$ cat config.mk
export PLATFORM = sky130hd
export DESIGN_NAME = fifo_rate_demo_flat
export DESIGN_NICKNAME = d
export VERILOG_FILES = /design/src/rtl/fifo_rate_demo_if.sv /design/src/rtl/fifo_rate_demo.sv /design/src/flat_wrapper.sv
export SDC_FILE = /design/constraint.sdc
export NUM_CORES = 1
export LEC_CHECK = 0
export ABC_AREA = 0
export BUFFER_PORTS_ARGS = -buffer_cell sky130_fd_sc_hd__clkbuf_2
export CORE_MARGIN = 1
export CORE_UTILIZATION = 64
export CTS_BUF_LIST = sky130_fd_sc_hd__clkbuf_2 sky130_fd_sc_hd__clkbuf_4 sky130_fd_sc_hd__clkbuf_8
export DETAILED_ROUTE_END_ITERATION = 16
export PLACE_DENSITY = 0.82
export SLEW_MARGIN = 20
export SYNTH_ARGS = -nofsm -noshare
export SYNTH_HDL_FRONTEND = slang
export SYNTH_SLANG_ARGS = --single-unit
$ cat constraint.sdc
create_clock -name clk -period 3.45 [get_ports clk]
set_input_delay 0.1725 -clock clk [delete_from_list [all_inputs] [get_ports clk]]
set_output_delay 0.1725 -clock clk [all_outputs]
set_load 0.01 [all_outputs]
$ cat src/rtl/fifo_rate_demo_if.sv
// Observation bundle of the FIFO rate demo: LEDs and debug outputs.
// master drives, slave (board or bench) observes.
interface fifo_rate_demo_if #(
    parameter int DATA_W = 8,
    parameter int ADDR_W = 4
);
    logic [5:0]        leds;
    logic              err_flag;
    logic [4:0]        err_count;
    logic [ADDR_W:0]   fifo_level;
    logic              rx_valid;
    logic [DATA_W-1:0] rx_data;

    modport master (
        output leds, err_flag, err_count,
        output fifo_level, rx_valid, rx_data
    );

    modport slave (
        input leds, err_flag, err_count,
        input fifo_level, rx_valid, rx_data
    );
endinterface

$ cat src/rtl/fifo_rate_demo.sv
// FIFO throughput demo: rate-divided writer/reader around a sync FIFO,
// sequence checker on the read side. ERR_INJECT_EN skips one value per pass.
module fifo_rate_demo #(
    parameter int DATA_W    = 8,
    parameter int ADDR_W    = 4,
    parameter int WR_PERIOD = 4,
    parameter int RD_PERIOD = 1
) (
    input  logic clk,
    input  logic reset,
    fifo_rate_demo_if.master mon
);
    localparam int DEPTH = 1 << ADDR_W;
    localparam int WCW = (WR_PERIOD > 1) ? $clog2(WR_PERIOD) : 1;
    localparam int RCW = (RD_PERIOD > 1) ? $clog2(RD_PERIOD) : 1;
    localparam logic [WCW-1:0] WR_LAST = WCW'(WR_PERIOD - 1);
    localparam logic [RCW-1:0] RD_LAST = RCW'(RD_PERIOD - 1);
    localparam logic [ADDR_W:0] FULL_LVL = (ADDR_W+1)'(DEPTH);
    localparam logic [DATA_W-1:0] ONE = DATA_W'(1);
    localparam logic [DATA_W-1:0] SKIP = ONE << (DATA_W - 1);

    logic [WCW-1:0]    wr_div;
    logic [RCW-1:0]    rd_div;
    logic              wr_tick;
    logic              rd_tick;
    logic [ADDR_W-1:0] wp;
    logic [ADDR_W-1:0] rp;
    logic [ADDR_W:0]   level;
    logic              full;
    logic              empty;
    logic              push;
    logic              pop;
    logic [DATA_W-1:0] wr_seq;
    logic [DATA_W-1:0] wr_word;
    logic [DATA_W-1:0] exp_seq;
    logic [DATA_W-1:0] rx_data;
    logic              rx_valid;
    logic              err_flag;
    logic [4:0]        err_count;
    logic [DATA_W-1:0] mem [DEPTH];

    assign wr_tick = (wr_div == WR_LAST);
    assign rd_tick = (rd_div == RD_LAST);
    assign full    = (level == FULL_LVL);
    assign empty   = (level == '0);
    assign push    = wr_tick & ~full;
    assign pop     = rd_tick & ~empty;

    // Rate dividers: count 0..PERIOD-1, tick on the last count.
    always_ff @(posedge clk) begin
        if (reset) begin
            wr_div <= '0;
            rd_div <= '0;
        end else begin
            wr_div <= wr_tick ? '0 : wr_div + 1'b1;
            rd_div <= rd_tick ? '0 : rd_div + 1'b1;
        end
    end

    // Word the writer pushes; optionally skips the mid-range value.
    always_comb begin
        wr_word = wr_seq;
`ifdef ERR_INJECT_EN
        if (wr_seq == SKIP) begin
            wr_word = SKIP + ONE;
        end
`endif
    end

    // Storage array; contents need no reset, pointers gate validity.
    always_ff @(posedge clk) begin
        if (push) begin
            mem[wp] <= wr_word;
        end
    end

    // Pointers, occupancy and writer sequence.
    always_ff @(posedge clk) begin
        if (reset) begin
            wp     <= '0;
            rp     <= '0;
            level  <= '0;
            wr_seq <= '0;
        end else begin
            if (push) begin
                wp     <= wp + 1'b1;
                wr_seq <= wr_word + ONE;
            end
            if (pop) begin
                rp <= rp + 1'b1;
            end
            unique case ({push, pop})
                2'b10:   level <= level + 1'b1;
                2'b01:   level <= level - 1'b1;
                default: level <= level;
            endcase
        end
    end

    // Read port: registered data with a one-cycle valid strobe.
    always_ff @(posedge clk) begin
        if (reset) begin
            rx_data  <= '0;
            rx_valid <= 1'b0;
        end else begin
            rx_valid <= pop;
            if (pop) begin
                rx_data <= mem[rp];
            end
        end
    end

    // Sequence checker; resynchronises to the received value each time.
    always_ff @(posedge clk) begin
        if (reset) begin
            exp_seq   <= '0;
            err_flag  <= 1'b0;
            err_count <= '0;
        end else if (rx_valid) begin
            exp_seq <= rx_data + ONE;
            if (rx_data != exp_seq) begin
                err_flag <= 1'b1;
                if (err_count != 5'd31) begin
                    err_count <= err_count + 5'd1;
                end
            end
        end
    end

    assign mon.leds       = ~{err_flag, rx_data[DATA_W-1 -: 5]};
    assign mon.err_flag   = err_flag;
    assign mon.err_count  = err_count;
    assign mon.fifo_level = level;
    assign mon.rx_valid   = rx_valid;
    assign mon.rx_data    = rx_data;
endmodule

$ cat src/flat_wrapper.sv
// flat-port wrapper written by rule: the top's interface ports become plain ports
module fifo_rate_demo_flat 
#(
    parameter int DATA_W    = 8,
    parameter int ADDR_W    = 4,
    parameter int WR_PERIOD = 4,
    parameter int RD_PERIOD = 1
)
  (clk, reset, mon_leds, mon_err_flag, mon_err_count, mon_fifo_level, mon_rx_valid, mon_rx_data);
  fifo_rate_demo_if #(.DATA_W(DATA_W), .ADDR_W(ADDR_W)) mon_i ();
  input  logic clk;
  input  logic reset;
  output wire logic [$bits(mon_i.leds)-1:0] mon_leds;
  output wire logic [$bits(mon_i.err_flag)-1:0] mon_err_flag;
  output wire logic [$bits(mon_i.err_count)-1:0] mon_err_count;
  output wire logic [$bits(mon_i.fifo_level)-1:0] mon_fifo_level;
  output wire logic [$bits(mon_i.rx_valid)-1:0] mon_rx_valid;
  output wire logic [$bits(mon_i.rx_data)-1:0] mon_rx_data;
  assign mon_leds = mon_i.leds;
  assign mon_err_flag = mon_i.err_flag;
  assign mon_err_count = mon_i.err_count;
  assign mon_fifo_level = mon_i.fifo_level;
  assign mon_rx_valid = mon_i.rx_valid;
  assign mon_rx_data = mon_i.rx_data;
  fifo_rate_demo #(.DATA_W(DATA_W), .ADDR_W(ADDR_W), .WR_PERIOD(WR_PERIOD), .RD_PERIOD(RD_PERIOD)) u_core (.clk(clk), .reset(reset), .mon(mon_i));
endmodule
---- Word-level counts from Yosys, hierarchy flattened ----
Memories as Yosys holds them, arrays and structs flattened. A register that Yosys moved wholly into a read port is not among the register bits.
Index checks and enable logic that the tools add are counted.
Widths: inputs -> output; s select.
storage, ports and cells
  logic and storage cells ................. 41
  output and inout bits ................... 26
  memory bits (writable) .................. 128
  input port bits ......................... 2
  bits in registers ....................... 39
  memories ................................ 1
operators by class
  bitwise logic cells ..................... 6
  reductions and logical operators ........ 6
  $add $sub $neg .......................... 9
  equality and inequality tests ........... 6
  muxes and demuxes ....................... 3
memory list
  name        words  bits a word  read ports  clocked after memory_dff  wr ports  line                  source
  u_core.mem  16     8            1           1                         1         fifo_rate_demo.sv:40  logic [DATA_W-1:0] mem [DEPTH];
operator list
  cell                 number
  $add 8x1->8 const B  2
  $add 5x1->5 const B  2
  $pmux 5 s2           1
  $add 4x1->4 const B  2
  $ne 8x8->1           1
  $not 6->6            1
  $eq 5x5->1 const B   1
  $logic_not 5->1      1
  $ne 5x5->1 const B   1
  $sub 5x1->5 const B  1
  $eq 2x2->1 const B   2
  $reduce_or 2->1      2
  $not 1->1            3
  $reduce_and 3->1     1
  $add 2x1->2 const B  1
  $and 1x1->1          2
  $eq 2x1->1 const B   1
  $mux 1               2
  $reduce_and 2->1     1
  $reduce_bool 2->1    1
  $add 1x1->1 const B  1

---- Longest topological paths before layout ----
Gate-level depths: netlist (run 1).
  depth after elaboration ................. 5
  depth in mapped cells ................... 14
  mapped depth without buffers ............ 11

---- Least setup slack after synthesis (run 1) ----
OpenSTA, ideal clock, no wires.
  path type ............................... flip-flop to flip-flop
  from .................................... register u_core.level[1] (netlist: u_core.mon.fifo_level[1])
  to ...................................... register u_core.level[4] (netlist: u_core.mon.fifo_level[4])
  arrival ................................. 2.788 ns
  cell stages (with the launch flop) ...... 14
  setup time .............................. 0.123 ns
  period minus slack after synthesis ...... 2.911 ns
  path slack .............................. 0.539 ns
  path buffers ............................ 3
  cells stage by stage .................... dfxtp_1 > buf_2 > nor4_2 > a21oi_1 > clkbuf_1 > ha_1 > clkbuf_1 > xor2_1 > ha_1 > a21oi_1 > nand2b_1 > a21o_1 > a21oi_1 > mux2_1
on the way
  cells in the longest elaborated chain, start to end .. 5
  elaborated cells on any way between the ends .. 12
  classes of those cells .................. add/sub (2); eq/ne (3); mux (1); bitwise (4); reduce/logical (2)
ends and longest elaborated chain
  item                                             line                  source
  from (decl)                                      fifo_rate_demo.sv:28  logic [ADDR_W:0] level;
  from (signal assigned)                           fifo_rate_demo.sv:93  2'b10: level <= level + 1'b1;
  from (signal assigned)                           fifo_rate_demo.sv:94  2'b01: level <= level - 1'b1;
  from (signal assigned)                           fifo_rate_demo.sv:95  default: level <= level;
  $logic_not 5->1 *                                fifo_rate_demo.sv:45  assign empty = (level == '0);
  $not 1->1 *                                      fifo_rate_demo.sv:47  assign pop = rd_tick & ~empty;
  $and 1x1->1 *                                    fifo_rate_demo.sv:47
  net u_core.pop                                   fifo_rate_demo.sv:32  logic pop;
  $eq 2x1->1 or $eq 2x2->1 (tied branches)         fifo_rate_demo.sv:92  unique case ({push, pop})
  $pmux 5 s2 or $reduce_bool 2->1 (tied branches)  -
Mark *: on every way through the listed nets, which the timed path passes. The rest lies on a longest branch.
A chain may end at the register's enable or synchronous reset.

---- Worst setup path after layout (run 1) ----
  from .................................... register u_core.level[1] (netlist: u_core.mon.fifo_level[1])
  to ...................................... register u_core.level[4] (netlist: u_core.mon.fifo_level[4])
on the way
  cells in the longest elaborated chain, start to end .. 5
  elaborated cells on any way between the ends .. 12
  classes of those cells .................. add/sub (2); eq/ne (3); mux (1); bitwise (4); reduce/logical (2)
ends and longest elaborated chain
  item                                             line
  $eq 5x5->1 or $logic_not 5->1 (tied branches)    fifo_rate_demo.sv:44, fifo_rate_demo.sv:45
  $not 1->1 (on tied branches)                     fifo_rate_demo.sv:46, fifo_rate_demo.sv:47
  $and 1x1->1 (on tied branches)                   fifo_rate_demo.sv:46, fifo_rate_demo.sv:47
  $eq 2x1->1 or $eq 2x2->1 (tied branches)         fifo_rate_demo.sv:92
  $pmux 5 s2 or $reduce_bool 2->1 (tied branches)  -
Several ways; a longest one is shown, not always the timed one.

==> impl_metrics.yaml, run 1 <==
worst_setup_path:
  critPathLaunchType: "flop"
  slowest_stage: "nor4_2"
  crit_type: "reg -> reg"
  critPathCaptureType: "flop"
  cp.arrival_ns: 3.41
  slowest_delay_ns: 0.54
  critPathRequiredTime_ns: 3.78
  worstPathMaxFanout: 23
  cp_cell_sequence: "nor4_2 -> a21oi_4 -> ha_1 -> xor2_1 -> ha_1 -> a21oi_1 -> nand2b_1 -> a21o_1 -> a21oi_1 -> mux2_1"
clocking:
  cts_tree: "built"
  htreeDepth: 4
  clk_pin_slew_worst_paths_ns: 0.08
  clk_path_buf_depth: 2
  cts-buffers-inserted: 17
  cts_num_sinks: 175
  clockRootBuffer: "clkbuf_8"
  clk_latency_ns: 0.45
  hold_buffers: 0
pwr:
  p_seq_frac: 0.531
  p_int_mw: 3.372
  p_clk_frac: 0.314
  combPwrFrac: 0.155
  swShare: 0.2681
  ir_drop_mv: 0.4123
  p_switching_mw: 1.235
  total_power_mw: 4.608
  power.leakage_nw: 2.616
  p_per_area_nw_per_um2: 587.4
sta:
  timing.final.max_slew_violations: 0
  maxSlewHeadroom: 0.2915
  hold_violations: 0
  fmax_mhz: 325.2
  fin_crit_sh: 0.8912
  max_slew.worst_pin.slew_ns: 1.055
  finClkSkew_ns: 0.009443
  rsz0062_at_grt: "no"
  fin_tns_setup_ns: 0
  hold_slack_ns: 0.4406
  setup_viol: 0
  period_minus_slack_ns: 3.075
global_route:
  grt_max_degree: 51
  grt_pass1_vias: 3840
  grt_pass1_wl_microns: 20660
  antenna_found_initial: 0
  grt_usage: 0.2472
  grt-ovfl-total: 0
detailed_routing:
  top_layer: "met4"
  dr.pass1.iters: 5
  wl_met1_microns: 5693
  wl_per_cell_microns: 19.60
  ant_nets: 0
  drt_iter0_markers: 397
  wl_microns: 13640
  vias_per_cell: 6.080
  wl_met2_microns: 6612
  wl_met3_microns: 983
  vias: 4232
  drc: 0
yosys:
  syn_avg_cell_area_sq_um: 13.85
  synth.largest_area_cell: "edfxtp_1"
  ys_ff_latch: 175
  synth_fp_nets: 536
  ys_seq_area_frac: 0.6641
  syn_area_sq_um: 7204
  syn_inst: 520
  ys_top_cells_by_area: "edfxtp_1 (53%), dfxtp_1 (13%), mux2i_1 (9.9%)"
  synth_warnings: 0
  yosysTopAreaCellShare: 0.5335
  yosysUniqueCellTypes: 40
cells_and_area:
  area_growth_pct: 8.875
  diodes: 0
  drive_gt1_frac: 0.1169
  nNetsFinal: 560
floorplanning:
  core_sq_um: 10890
  num_rows: 38
  io_pins: 28
  die_w_microns: 108.1
  die_y_microns: 108.1
  initial_utilization: 0.6617
  die_area_sq_um: 11690
run_status:
  status: "finished clean"
placement:
  portBuffers: 27
  gp_congestion: 0.9319
  dp_hpwl_microns: 8914
run:
  cap_violations: 0
hold_path:
  hp-class: "reg -> reg"
flip-flops by register name (all words and copies together), names as in the netlist:
signal and count:
u_core.wr_div 2, u_core.mon.fifo_level 5, u_core.exp_seq 8, u_core.rd_div 1, u_core.mon.rx_valid 1, u_core.wr_seq 8
u_core.rp 4, u_core.mon.err_flag 1, u_core.mon.rx_data 8, u_core.mem 128, u_core.wp 4, u_core.mon.err_count 5
kinds of logic (layout without fill, tap and decap cells):
group           after synthesis  count (layout)  synth area share
compound gates               65              65           0.06061
xor+xnor                     31              31           0.03769
fa+ha+maj                    14              14           0.02431
buf+inv                      38              74           0.02553
flops                       175             175            0.6641
mux                          73              73            0.1018
other cells                   1               1         0.0005205
simple gates                123             123           0.08545
layout by cell type (no fill, tap or decap), drive strengths merged, types with 8 or more instances in the layout:
cell    instances
edfxtp        128
mux2i          71
nor2           57
dfxtp          47
clkbuf         44
o22ai          34
xor2           20
a211oi         14
ha             14
nand2          12
inv            12
nor4           12
xnor2          11
a21oi           9
clkinv          8
per-layer routing:
metal	vias up	GRT usage
met3	32	0.06148
met4	0	0.1018
met5	-	0
met2	177	0.3863
li1	1989	-
met1	2034	0.3331
power by group through the flow:
stage / Sequential, mW / Combinational, mW / Clock, mW
finish: 2.45 / 0.713 / 1.45
global placement: 2.49 / 0.668 / 0
floorplan: 2.47 / 0.516 / 0
detailed placement: 2.49 / 0.696 / 0
CTS: 2.45 / 0.704 / 1.47
global route: 2.46 / 0.783 / 1.55
final cells by class:
class,count,area (sq um)
clock inverters,14,172.7
well taps,140,175.2
flip-flops and latches,175,4788
repair buffers,32,185.2
inverters,11,41.29
clock buffers,17,234.0
fillers,693,3044
multi-input cells,307,2247
path summary, 6_finish.rpt:
check	startpoint	slack (ns)	end	cells past startpoint
worst max-delay path	u_core.mon.fifo_level[1]	0.38	u_core.mon.fifo_level[4]	10
worst min-delay path	u_core.wr_div[0]	0.44	u_core.wr_div[0]	1
worst max register to register	u_core.mon.fifo_level[1]	0.38	u_core.mon.fifo_level[4]	10
worst min register to register	u_core.wr_div[0]	0.44	u_core.wr_div[0]	1
worst max-delay path: cells and delay by family (launching register included):
kind	cells	cell delay, ns
adders and majority gates	2	0.60
DFF	1	0.40
and+or+nand+nor	2	0.62
xor gates and xnor gates	1	0.19
muxes	1	0.34
AOI/OAI and AO/OA	4	0.81
metrics by stage:
stage	utilization	instance area, sq um	setup WS, ns	std cells
floorplan	-	7204	0.5388	520
global placement	0.6824	7430	0.3897	665
detailed placement	0.6824	7430	0.2130	665
CTS	0.7197	7836	0.1736	696
global route	0.7204	7844	0.1694	696
finish	0.7204	7844	0.3752	696
what timing repair did:
item,4_1_cts,5_1_grt
setup buffers,0,0
resized for setup,0,1
setup endpoints to repair,0,1
hold endpoints to repair,0,0
Yosys cell counts, drive strengths merged:
| master | instances |
|---|---|
| buf | 15 |
| a21oi | 9 |
| and4 | 2 |
| a21bo | 1 |
| xor2 | 20 |
| nor3b | 2 |
| nand2b | 6 |
| nand3b | 4 |
| xnor2 | 11 |
| inv | 11 |
| nand2 | 12 |
| o21ai | 2 |
| nand4 | 5 |
| nor3 | 6 |
| a22oi | 1 |
| a211o | 1 |
| and3 | 5 |
| edfxtp | 128 |
| nor4 | 12 |
| dfxtp | 47 |
| nor2b | 3 |
| mux2 | 2 |
| nand3 | 6 |
| o22ai | 34 |
| mux2i | 71 |
| or3b | 1 |
| a211oi | 14 |
| conb | 1 |
| or3 | 2 |
| nor2 | 57 |
| ha | 14 |
| a21boi | 1 |
| a21o | 2 |
| clkbuf | 12 |
No activity file was read; power rests on OpenSTA's default activity.
==> run 2, diff against run 1 <==
--- a/config.mk
+++ b/config.mk
@@ -11,7 +11,8 @@
 export CORE_UTILIZATION = 64
 export CTS_BUF_LIST = sky130_fd_sc_hd__clkbuf_2 sky130_fd_sc_hd__clkbuf_4 sky130_fd_sc_hd__clkbuf_8
 export DETAILED_ROUTE_END_ITERATION = 16
-export PLACE_DENSITY = 0.82
+export PLACE_DENSITY_LB_ADDON = 0.15
+export RECOVER_POWER = 50
 export SLEW_MARGIN = 20
 export SYNTH_ARGS = -nofsm -noshare
 export SYNTH_HDL_FRONTEND = slang
==> run 2 against run 1 <==
Cell count increased by 0.14%; core utilization is 0.56 points lower; worst hold slack better by 0.00050 ns; non-clock buffer count is the same; combinational power shrank 5.9%; sequential power hardly changed; register-to-register slack got worse by 0.09 ns; die area did not move; final area fell by 0.78%.
==> impl_metrics.yaml, run 2 (synthesis results as in run 1) <==
cells_and_area:
  nNetsFinal: 560
  drive_gt1_frac: 0.08079
  layout_common_cells: "edfxtp_1 (128), mux2i_1 (71), nor2_1 (57), dfxtp_1 (46), o22ai_1 (34)"
  area_growth_pct: 8.024
  design_area_sq_um: 7782
  diodes: 0
  final_common_cell: "edfxtp_1"
  largest_register_ffs: 128
  utilization: 0.7148
  regMostFlops: "u_core.mem"
detailed_routing:
  wl_microns: 13510
  ant_nets: 0
  dr.pass1.iters: 6
  drc: 0
  vias: 4180
  drt_iter0_markers: 241
  wl_per_cell_microns: 19.38
  vias_per_cell: 5.997
global_route:
  grt_pass1_wl_microns: 21710
  grt_pass1_vias: 4014
  grt_usage: 0.2597
  antenna_found_initial: 0
  grt-ovfl-total: 0
  grt_max_degree: 51
pwr:
  power.leakage_nw: 2.535
  p_per_area_nw_per_um2: 573.0
  ir_drop_mv: 0.5008
  total_power_mw: 4.459
  p_switching_mw: 1.200
  swShare: 0.2690
  p_clk_frac: 0.300
  p_seq_frac: 0.549
  p_int_mw: 3.260
  combPwrFrac: 0.150
run:
  cap_violations: 0
sta:
  fin_crit_sh: 0.9182
  finClkSkew_ns: 0.01227
  max_slew.worst_pin.slew_ns: 1.022
  period_minus_slack_ns: 3.168
  fmax_mhz: 315.7
  setup_viol: 0
  rsz0062_at_grt: "no"
  maxSlewHeadroom: 0.3185
  fin_tns_setup_ns: 0
  hold_violations: 0
  timing.final.max_slew_violations: 0
worst_setup_path:
  ff2ff_setup_slack_ns: 0.28
  cp_cell_sequence: "nor4_2 -> a21oi_4 -> ha_1 -> xor2_1 -> ha_1 -> a21oi_1 -> nand2b_1 -> a21o_1 -> a21oi_1 -> mux2_1"
  cp.arrival_ns: 3.51
  worstPathMaxFanout: 23
  critPathRequiredTime_ns: 3.80
  critPathCaptureType: "flop"
  crit_type: "reg -> reg"
  critPathTopFamily: "compound AO/OA/AOI/OAI gates"
  slowest_delay_ns: 0.54
  slowest_stage: "nor4_2"
  critPathBufInv: 0
  critPathLaunchType: "flop"
clocking:
  cts_tree: "built"
  cts_num_sinks: 175
  clk_pin_slew_worst_paths_ns: 0.08
  post_cts_buffers: 0
  clk_latency_ns: 0.46
  htreeDepth: 4
  cts-buffers-inserted: 17
  clk_path_buf_depth: 2
  clockRootBuffer: "clkbuf_8"
floorplanning:
  initial_utilization: 0.6617
  core_sq_um: 10890
  io_pins: 28
  die_y_microns: 108.1
  num_rows: 38
  die_w_microns: 108.1
  die_area_sq_um: 11690
placement:
  portBuffers: 27
  place_area_sq_um: 7430
  gp_congestion: 0.8490
  dp_hpwl_microns: 8898
run_status:
  status: "finished clean"
hold_path:
  hp-class: "reg -> reg"
-- run 2: final timing paths --
kind / from / depth (start not counted) / to
hold reg to reg: u_core.wr_div[0] / 1 / u_core.wr_div[0]
setup / recovery: u_core.mon.fifo_level[1] / 10 / u_core.mon.fifo_level[4]
setup reg to reg: u_core.mon.fifo_level[1] / 10 / u_core.mon.fifo_level[4]
hold / removal: u_core.wr_div[0] / 1 / u_core.wr_div[0]
-- run 2: area by class of cell --
cell class | count | area [sq um]
Clock inverter | 6 | 56.30
Sequential cell | 175 | 4788
Tap cell | 140 | 175.2
Inverter | 11 | 41.29
Fill cell | 736 | 3105
Clock buffer | 26 | 326.6
Timing Repair Buffer | 32 | 153.9
Multi-Input combinational cell | 307 | 2241
-- run 2: repair_timing --
item                                   in CTS  in global routing
resized for setup                           0                  1
hold buffers                                0                  0
setup endpoints to repair                   0                  1
endpoints found under the hold margin       0                  0
-- run 2: through the flow --
stage / hold WS [ns] / std cells / worst slack [ns]
5_1_grt: 0.4573 / 697 / 0.1684
2_1_floorplan: 0.3988 / 520 / 0.5388
3_3_place_gp: 0.4151 / 665 / 0.3842
3_5_place_dp: 0.4287 / 665 / 0.1306
4_1_cts: 0.4421 / 697 / 0.1028
6_report: 0.4411 / 697 / 0.2823
-- run 2: worst register-to-register path, cell delays in order (launching register included) --
cell and delay [ns]:
dfxtp_1 0.39, nor4_2 0.54, a21oi_4 0.27, ha_1 0.41, xor2_1 0.19, ha_1 0.22
a21oi_1 0.24, nand2b_1 0.09, a21o_1 0.18, a21oi_1 0.17, mux2_1 0.35
-- run 2: metal layers --
layer / part of all wire / global-route usage / wire [microns] / vias to the layer above
met3: 0.053 / 0.06811 / 716 / 33
li1: - / - / - / 1990
met1: 0.44 / 0.3518 / 5951 / 2040
met2: 0.48 / 0.3954 / 6475 / 117
met5: 0 / 0 / 0 / -
met4: 0.027 / 0.1194 / 367 / 0
-- run 2: power groups by stage --
stage	Sequential (mW)	Combinational (mW)	Clock, mW
final	2.45	0.671	1.34
after global routing	2.47	0.743	1.45
after CTS	2.45	0.696	1.36
after detailed placement	2.49	0.692	0
after global placement	2.49	0.666	0
after floorplan	2.47	0.516	0
